--- src/rtl/multi_seq_n.sv ---
// multi_seq_n: iterative N x N signed/unsigned multiplier with HI/LO result and start/done handshake.
// Optional MULT_ACC_EN adds acc_i: the completion adds the product into {hi_o,lo_o} (MADD/MADDU).
module multi_seq_n #(
    parameter int N              = 32,
    parameter int BITS_PER_CYCLE = 1
) (
    input  logic         clk,
    input  logic         rst_n,
    input  logic         start_i,
    input  logic         signed_i,
    input  logic [N-1:0] a_i,
    input  logic [N-1:0] b_i,
`ifdef MULT_ACC_EN
    input  logic         acc_i,
`endif
    output logic         busy_o,
    output logic         done_o,
    output logic [N-1:0] hi_o,
    output logic [N-1:0] lo_o
);

    localparam int K  = N / BITS_PER_CYCLE;
    localparam int CW = (K > 1) ? $clog2(K) : 1;

    generate
        if (!(BITS_PER_CYCLE == 1 || BITS_PER_CYCLE == 2 || BITS_PER_CYCLE == 4) ||
            (N % BITS_PER_CYCLE) != 0) begin : g_bad_param
            $error("multi_seq_n: BITS_PER_CYCLE must be 1, 2 or 4 and divide N");
        end
    endgenerate

    // CMPL is a separate busy cycle so the result lands K+2 edges after start
    typedef enum logic [1:0] {
        IDLE,
        CALC,
        FIX,
        CMPL
    } state_t;

    state_t          state, state_nxt;
    logic [2*N-1:0]  mcand;
    logic [2*N-1:0]  acc;
    logic [2*N-1:0]  partial;
    logic [N-1:0]    mplier;
    logic [N-1:0]    a_mag, b_mag;
    logic            neg;
    logic [CW-1:0]   cnt;
`ifdef MULT_ACC_EN
    logic            acc_mode;
`endif

    always_comb begin
        state_nxt = state;
        busy_o    = (state != IDLE);
        case (state)
            IDLE: if (start_i) state_nxt = CALC;
            CALC: if (cnt == CW'(K - 1)) state_nxt = FIX;
            FIX:  state_nxt = CMPL;
            CMPL: state_nxt = IDLE;
            default: state_nxt = IDLE;
        endcase
    end

    always_comb begin
        a_mag = (signed_i && a_i[N-1]) ? -a_i : a_i;
        b_mag = (signed_i && b_i[N-1]) ? -b_i : b_i;
    end

    // multiplicand is pre-shifted, so each retired multiplier bit adds a shifted copy
    always_comb begin
        partial = '0;
        for (int unsigned i = 0; i < BITS_PER_CYCLE; i++) begin
            if (mplier[i]) partial = partial + (mcand << i);
        end
    end

    always_ff @(posedge clk or negedge rst_n) begin
        if (!rst_n) begin
            state    <= IDLE;
            mcand    <= '0;
            mplier   <= '0;
            acc      <= '0;
            neg      <= 1'b0;
            cnt      <= '0;
            done_o   <= 1'b0;
            hi_o     <= '0;
            lo_o     <= '0;
`ifdef MULT_ACC_EN
            acc_mode <= 1'b0;
`endif
        end else begin
            state  <= state_nxt;
            done_o <= 1'b0;
            case (state)
                IDLE: begin
                    if (start_i) begin
                        mcand    <= {{N{1'b0}}, a_mag};
                        mplier   <= b_mag;
                        neg      <= signed_i & (a_i[N-1] ^ b_i[N-1]);
                        acc      <= '0;
                        cnt      <= '0;
`ifdef MULT_ACC_EN
                        acc_mode <= acc_i;
`endif
                    end
                end
                CALC: begin
                    acc    <= acc + partial;
                    mcand  <= mcand << BITS_PER_CYCLE;
                    mplier <= mplier >> BITS_PER_CYCLE;
                    cnt    <= cnt + CW'(1);
                end
                FIX: begin
                    if (neg) acc <= -acc;
                end
                CMPL: begin
`ifdef MULT_ACC_EN
                    if (acc_mode) {hi_o, lo_o} <= {hi_o, lo_o} + acc;
                    else          {hi_o, lo_o} <= acc;
`else
                    {hi_o, lo_o} <= acc;
`endif
                    done_o <= 1'b1;
                end
                default: ;
            endcase
        end
    end

endmodule

--- config.mk ---
export PLATFORM = sky130hd
export DESIGN_NAME = multi_seq_n
export DESIGN_NICKNAME = d
export VERILOG_FILES = /design/src/rtl/multi_seq_n.sv
export SDC_FILE = /design/constraint.sdc
export NUM_CORES = 1
export LEC_CHECK = 0
export CORE_ASPECT_RATIO = 1.25
export CORE_MARGIN = 2
export CORE_UTILIZATION = 60
export CTS_CLUSTER_SIZE = 14
export DETAILED_ROUTE_END_ITERATION = 16
export PLACE_DENSITY = 0.82
export SLEW_MARGIN = 20
export SYNTH_ARGS = -nofsm -noshare
export SYNTH_HDL_FRONTEND = slang
export SYNTH_SLANG_ARGS = --single-unit
--- constraint.sdc ---
create_clock -name clk -period 4.15 [get_ports clk]
set_clock_uncertainty 0.05 [all_clocks]
set_input_delay 0.83 -clock clk [delete_from_list [all_inputs] [get_ports clk]]
set_output_delay 0.83 -clock clk [all_outputs]
set_load 0.02 [all_outputs]
# Yosys cells after proc, flatten, opt, wreduce, memory -nomap -nowiden
# Index checks and enable logic that the tools add are counted.
# Widths: inputs -> output; s select.
# classes
n_bitwise	2
n_eq_ne	7
n_addsub	5
muxes	16
n_shift	0
n_lt_le_gt_ge	0
multipliers	0
reduce_logical	10
div_mod_pow	0
# ops
op	n
$mux 64	4
$pmux 64 s3	1
$pmux 64 s2	1
$mux 32	3
$add 64x64->64	1
$neg 32->32	2
$neg 64->64	1
$pmux 32 s2	1
$pmux 5 s2	1
$pmux 2 s4	1
$ne 2x2->1 const B	3
$reduce_and 2->1	3
$add 5x1->5 const B	1
$eq 5x5->1 const B	1
$mux 5	1
$eq 2x2->1 const B	2
$mux 2	2
$reduce_bool 2->1	2
$reduce_and 3->1	1
$reduce_bool 3->1	1
$eq 2x1->1 const B	1
$logic_and 1x1->1	2
$logic_not 2->1	1
$and 1x1->1	1
2 further kinds	2
# totals
mem_bits_ro	0
regBits	233
elab_cells	49
out_inout_bits	66
mem_bits_rw	0
latch_bits	0
memories	0

# Logic depth before layout (Yosys ltp)
# Gate-level depths: netlist (run 1).
# logic_depth
word_depth	4
mapped_depth	17

# Worst setup path after synthesis (run 1)
# Ideal clock, no wire load.
# synth_path
path_kind	register to register
from	reg mplier[0]
to	reg acc[62]
period_less_slack_ns	3.608
stages_incl_launch_ff	18
setup_time_ns	0.087
arrival_time_ns	3.471
setup_slack_ns	0.542
t_required_ns	4.013
cell_sequence	dfrtp_1 -> clkbuf_1 -> clkbuf_1 -> and2_1 -> ha_1 -> inv_1 -> fa_1 -> nand2b_1 -> a21oi_1 -> o21ai_0 -> o21ai_1 -> nor2_2 -> o211ai_2 -> o31ai_4 -> nor3_1 -> a32o_1 -> mux2_2 -> o211ai_1
# synth_via
elab_chain_cells	3
# synth_lines
item	line_no	rtl
start: declaration	44	logic [N-1:0] mplier;
start signal: assignment	98	mplier <= b_mag;
start signal: assignment	110	mplier <= mplier >> BITS_PER_CYCLE;
$mux 64	73	if (mplier[i]) partial = partial + (mcand << i);
$add 64x64->64	108	acc <= acc + partial;
$pmux 64 s3	94	case (state)
end signal: assignment	108	
end signal: assignment	114	if (neg) acc <= -acc;
end: declaration	42	logic [2*N-1:0] acc;
# No other way between the ends.
# A chain may end at the register's enable or synchronous reset.

# Final worst setup path (run 1)
# layout_path
from	reg mplier[0]
to	reg acc[56]
# Same word-level chain as after synthesis.

==> summary.txt, run 1 <==
Clocking
  – # clock sinks: ~230
  – # hold bufs at CTS: 0
  – CTS tree: done
  – Post-CTS Setup Inserts: 0
  – Total CTS buffers: 25
  – Clock latency on the worst-skew pair: ~0.54 ns
  – Cell at the root of the clock tree: clkbuf_16
  – Clock Pin Slew Worst Setup and Hold Paths: 0.07 ns
  – Max Buffers Root-to-Sink: 3
  – Post-CTS resize count: 0
  – H-tree depth: 1

Logic synthesis
  – Synthesis-stage register bit count: about 230
  – Mapped Nets: 2016
  – Mean Syn Cell Area: ~8.5 µm²
  – Most frequent cells after synthesis: 233 x dfrtp_1, 212 x o21ai_0, 192 x a21oi_1
  – Main synth FF type: dfrtp_1
  – Synth top area share: a little over a third
  – Yosys warns: 0
  – Synth area leaders: dfrtp_1 37%, o21ai_0 6.7%, a21oi_1 6.0%
  – Gate Count Post-Synth: between 1500 and 2000
  – Cell with the most instances after synthesis: dfrtp_1
  – Count of flip-flops with a built-in enable after synthesis: 0
  – Synth cell types: 77
  – Register area share after synthesis: a little over a third
  – Synthesized area: roughly 16000 µm²
  – Asr flop ratio synth: between 90% and 100%
  – Yosys top cell by area: dfrtp_1

Power and ir drop
  – PwrDens: 668 nW/µm²
  – Static Leak: roughly 0.008 µW
  – Maximum vdd ir drop: 0.683 mV
  – Tot Pwr: 12400 µW

Timing
  – Crit path time final: a little under 4 ns
  – Fin. Hold Viols: 0
  – Max-Slew Margin vs Limit: about a quarter
  – Tcrit/Tclk final: 93.5%
  – Max-slew violations: 0
  – Worst slew pin tran: between 1 and 1.5 ns
  – F_max: 0.258 GHz
  – Setup violators final: 0
  – RSZ-0062 raised after global routing: false
  – Total Negative Setup Slacks: 0 ns

GRT
  – Initial antenna violation count: 0
  – Maximum number of pins on one net before global-route repair: between 150 and 200
  – Final global-route overflow total: 0
  – Total GRT Usage: between 30 and 40%
  – Number of global-route vias before repair: 14500
  – Global-route wire length before repair: 72600 µm

Critical path
  – CP top delay family: compound AO/OA/AOI/OAI gates
  – CP dominant cell by count: buf_4
  – R2R cell count: 15
  – Crit path depth: 15
  – Worst Path Required: 4.48 ns
  – Crit-path slowest cell: a2111oi_0
  – Critical Path End Type: flop
  – Crit Reg-Reg Endpoint: acc[56]
  – Crit path DAT: 4.21 ns
  – Crit start category: flop
  – Buf/Inv on CP: 2
  – Crit Reg-Reg Startpoint: mplier[0]
  – WS Path Type: reg -> reg
  – R2r setup slk: between 0.2 and 0.3 ns
  – Worst path max stage delay: approximately 0.70 ns
  – Worst-path fanout max: 34
  – Critical path cell sequence: buf_4 -> and2_1 -> ha_1 -> a21o_1 -> o21bai_1 -> a2111oi_0 -> o22a_1 -> o21a_1 -> o21ai_1 -> a31oi_1 -> buf_4 -> nor2_1 -> a21oi_1 -> xor2_1 -> o221ai_1

Place
  – Routability-driven placement congestion ratio: 0.926
  – Placed Area: roughly 18000 µm²
  – Input/output buffers: 133
  – Post-DP HPWL: 32500 µm

Floorplanning
  – Die X: about 150 µm
  – I/O pin count: approximately 130
  – DIE AREA: approximately 28000 µm²
  – Initial Util: between 60% and 70%
  – Row count: 66
  – Core area: about 26000 µm²
  – Die height: 186 µm

Detailed routing
  – WL final: around 45000 µm
  – Drc violations: 0
  – Drt first pass iters: 5
  – DRT antenna net count: 0
  – WL/cell: ~20 µm
  – Via count: 14700
  – Starting DRT DRC Count: a little under 900
  – DR vias/cell: approximately 6.3

Cells and area
  – Ratio of cells with drive above 1 in the final layout: ~10%
  – Synthesis-to-finish area growth: 16.6%
  – Post-route cell area: roughly 19000 µm²
  – Diode count: 0
  – Final net count: 2107

Run
  – Max_cap viols: 0

Min path
  – HP Class: in -> async

Status
  – Status: finished, final reports clean
-- cell usage in the layout, fill, tap and decap left out, drive strengths merged, types with 43 or more instances in the layout --
| master | n |
|---|---|
| a21oi | 192 |
| and2 | 66 |
| buf | 43 |
| clkdlybuf4s50 | 132 |
| dfrtp | 233 |
| ha | 72 |
| inv | 51 |
| mux2 | 65 |
| nand2 | 181 |
| nor2 | 143 |
| nor3 | 64 |
| o21ai | 218 |
| xnor2 | 59 |
| xor2 | 52 |
-- routing by layer --
layer / up-vias / wire length [µm] / GRT usage [%]
met5: - / 0 / 0
met4: 0 / 2510 / 16.9
met3: 162 / 2500 / 3.98
met2: 508 / 22600 / 56.9
met1: 7061 / 17600 / 38.8
li1: 6968 / - / -
-- cell families after synthesis --
family	synth area share [%]
flops	36.6
xor+xnor	6.11
fa+ha+maj	5.78
compound gates	23.6
mux	5.10
simple gates	19.0
buf+inv	3.81
-- metrics by stage --
step | setup WS (ns) | hold slack [ns] | utilization, % | std cells
finish | 0.271 | 0.281 | 71.2 | 2325
CTS | 0.307 | 0.332 | 71.1 | 2325
global placement | 0.254 | 0.411 | 67.7 | 2279
detailed placement | 0.141 | 0.421 | 67.7 | 2279
floorplan | 0.542 | 0.399 | - | 1875
global route | 0.0292 | 0.357 | 71.2 | 2325
-- worst max-delay path by stage --
stage              start         end  slack, ns
3_3_place_gp      b_i[4]  mplier[28]       0.25
3_5_place_dp      b_i[4]  mplier[30]       0.14
2_1_floorplan  mplier[0]     acc[62]       0.54
6_report       mplier[0]     acc[56]       0.27
5_1_grt        mplier[0]     acc[56]       0.03
4_1_cts        mplier[0]     acc[53]       0.31
-- area by class of cell --
type	instances	area, µm²
clock buffer	32	692
multi-input combinational	1482	9540
clock inverter	14	210
sequential	233	5830
timing repair buffer	175	1690
inverter	49	184
fill	2044	7520
tap	340	425
-- sequential cells by signal (all words and copies together) (netlist names) --
name / flops
acc: 64
hi_o: 32
mcand: 64
state: 2
neg: 1
mplier: 32
done_o: 1
lo_o: 32
cnt: 5
-- worst register-to-register path: cells and delay by family, from the launching register on --
family | cells | cell delay [ns]
compound gates | 9 | 1.95
buf+inv | 2 | 0.52
flops | 1 | 0.43
fa+ha+maj | 1 | 0.30
simple gates | 2 | 0.28
xor+xnor | 1 | 0.19
-- where the power goes --
group          switching (µW)  internal, µW
Sequential                622          2960
Combinational            4030          2340
Clock                     956          1490
Total                    5610          6790
No activity file was read; power rests on OpenSTA's default activity.
==> run 2, diff against run 1 <==
--- a/config.mk
+++ b/config.mk
@@ -10,7 +10,8 @@
 export CORE_UTILIZATION = 60
 export CTS_CLUSTER_SIZE = 14
 export DETAILED_ROUTE_END_ITERATION = 16
-export PLACE_DENSITY = 0.82
+export GPL_TIMING_DRIVEN = 0
+export PLACE_DENSITY = 0.85
 export SLEW_MARGIN = 20
 export SYNTH_ARGS = -nofsm -noshare
 export SYNTH_HDL_FRONTEND = slang
==> run 2 against run 1 <==
- fmax fell by 2.4%
- via count rose by 5.4%
- sequential cell count did not move
- sequential share of layout area fell by 0.069 points
- register-to-register slack got worse by 0.097 ns
- first-iteration DRC count rose by 57%
==> summary.txt, run 2 (synthesis gave the netlist of run 1 again) <==
Critical path
  – Worst-path fanout max: 10
  – Worst path max stage delay: roughly 0.46 ns
  – Critical path cell sequence: clkbuf_4 -> and2_1 -> ha_1 -> inv_1 -> fa_1 -> nand2b_1 -> a21oi_1 -> o21ai_1 -> o21ai_2 -> nor2_2 -> o211ai_4 -> o31ai_4 -> nor3_4 -> a32o_1 -> mux2_2 -> o211ai_1
  – Crit-path slowest cell: dfrtp_2
  – Crit start category: flop
  – Crit Reg-Reg Startpoint: mplier[0]
  – Worst Path Required: between 4 and 5 ns
  – Crit path DAT: ~4.4 ns
  – WS Path Type: reg -> reg
  – Critical Path End Type: flop
  – CP Launch Point: mplier[0]

Detailed routing
  – WL final: about 50000 µm
  – Starting DRT DRC Count: between 1000 and 1500
  – Via count: 15500
  – DRT antenna net count: 0
  – DR vias/cell: about 6.5
  – WL/cell: 20.9 µm
  – Drc violations: 0
  – Drt first pass iters: 6

Timing
  – Max-Slew Margin vs Limit: between 30% and 40%
  – RSZ-0062 raised after global routing: false
  – F_max: between 0.2 and 0.3 GHz
  – Fin worst setup slack: roughly 0.17 ns
  – Setup violators final: 0
  – Fin. Hold Viols: 0
  – Crit path time final: between 3 and 4 ns
  – WHS: approximately 0.18 ns
  – Max-slew violations: 0
  – Worst slew pin tran: about 0.95 ns
  – Tcrit/Tclk final: ~96%

Place
  – Post-DP HPWL: about 37000 µm
  – Input/output buffers: 133
  – Routability-driven placement congestion ratio: 1.01
  – Placed Area: 17700 µm²
  – Worst slack, placed: -0.800 ns

GRT
  – Initial antenna violation count: 0
  – Global-route wire length before repair: between 70000 and 80000 µm
  – Maximum number of pins on one net before global-route repair: slightly above 90
  – Final global-route overflow total: 0
  – Number of global-route vias before repair: roughly 15000
  – Total GRT Usage: a little over a third

Min path
  – HP Class: in -> async

Cells and area
  – Ratio of cells with drive above 1 in the final layout: about 8%
  – Most common cell after layout, fill and taps aside: dfrtp_1
  – Post-route cell area: between 15000 and 20000 µm²
  – Synthesis-to-finish area growth: 16.9%
  – Largest regs: acc: 64 flops, mcand: 64 flops
  – Most frequent cells in the layout: 232 x dfrtp_1, 208 x o21ai_0, 191 x a21oi_1, 179 x nand2_1, 142 x nor2_1
  – Final net count: ~2200
  – Diode count: 0

Clocking
  – H-tree depth: 1
  – Clock latency on the worst-skew pair: around 0.54 ns
  – Cell at the root of the clock tree: clkbuf_16
  – # hold bufs at CTS: 0
  – # clock sinks: ~230
  – Total CTS buffers: 25
  – Max Buffers Root-to-Sink: 3
  – CTS tree: done
  – Clock Pin Slew Worst Setup and Hold Paths: approximately 0.06 ns

Power and ir drop
  – Static Leak: roughly 0.0080 µW
  – PwrDens: around 670 nW/µm²
  – Maximum vdd ir drop: 0.644 mV

Floorplanning
  – Core area: 26100 µm²
  – Row count: 66
  – DIE AREA: approximately 28000 µm²
  – Initial Util: 61.0%
  – Die height: 186 µm
  – I/O pin count: ~130
  – Die X: about 150 µm

Status
  – Status: finished, final reports clean

Run
  – Max_cap viols: 0
run 2: changes by cell type in the layout (fill, tap and decap cells not counted), sizes merged:
| cell | change |
|---|---|
| clkbuf | +100 |
| inv | -1 |
| bufinv | -4 |
| clkinv | -3 |
| clkinvlp | -2 |
| buf | -23 |
run 2: path summary, 6_finish.rpt:
check,endpoint,slack (ns),cells after the start
worst max register to register,acc[62],0.17,16
worst min register to register,mplier[15],0.43,2
max in group asynchronous,mcand[14],3.02,2
min in group clk,mplier[15],0.43,2
worst max-delay path,acc[62],0.17,16
worst min-delay path,acc[38],0.18,1
run 2: power breakdown:
part / total, µW / leakage (µW) / internal (µW) / switching, µW
Clock: 2180 / 0.000375 / 1250 / 929
Sequential: 3590 / 0.00310 / 2970 / 618
Combinational: 6710 / 0.00457 / 2280 / 4430
run 2: cell type report:
type | count | area, µm²
fill | 2078 | 7470
timing repair buffer | 139 | 1420
tap | 340 | 425
clock inverter | 4 | 51.3
inverter | 49 | 184
clock buffer | 37 | 721
buffer | 108 | 419
multi-input combinational | 1482 | 9570
sequential | 233 | 5830
run 2: layer usage:
metal	up-vias	share of wire (%)	track usage (%)
met5	-	0	0
met4	0	7.1	22.2
met3	219	7.1	5.46
met2	745	49	61.6
met1	7413	37	41.8
li1	7109	-	-
run 2: per-stage QoR:
step	TNS [ns]	utilization (%)	std cells	total power (µW)
after floorplan	0	-	1875	7710
after global placement	-1722.15	67.8	2348	9840
after detailed placement	-8.32	68.0	2350	10100
after CTS	0	71.1	2390	12300
after global routing	0	71.4	2392	13200
final	0	71.4	2392	12500
run 2: critical path, delay by kind of cell (launching register included):
family,cells,cell delay [ns]
compound gates,7,1.40
mux,1,0.33
simple gates,4,0.73
buf+inv,2,0.31
fa+ha+maj,2,0.59
flops,1,0.46
run 2: repair_timing:
| action | CTS | global route |
|---|---|---|
| setup endpoints to repair | 29 | 17 |
| setup buffers | 0 | 4 |
| pin swaps | 1 | 2 |
| resized for setup | 11 | 15 |
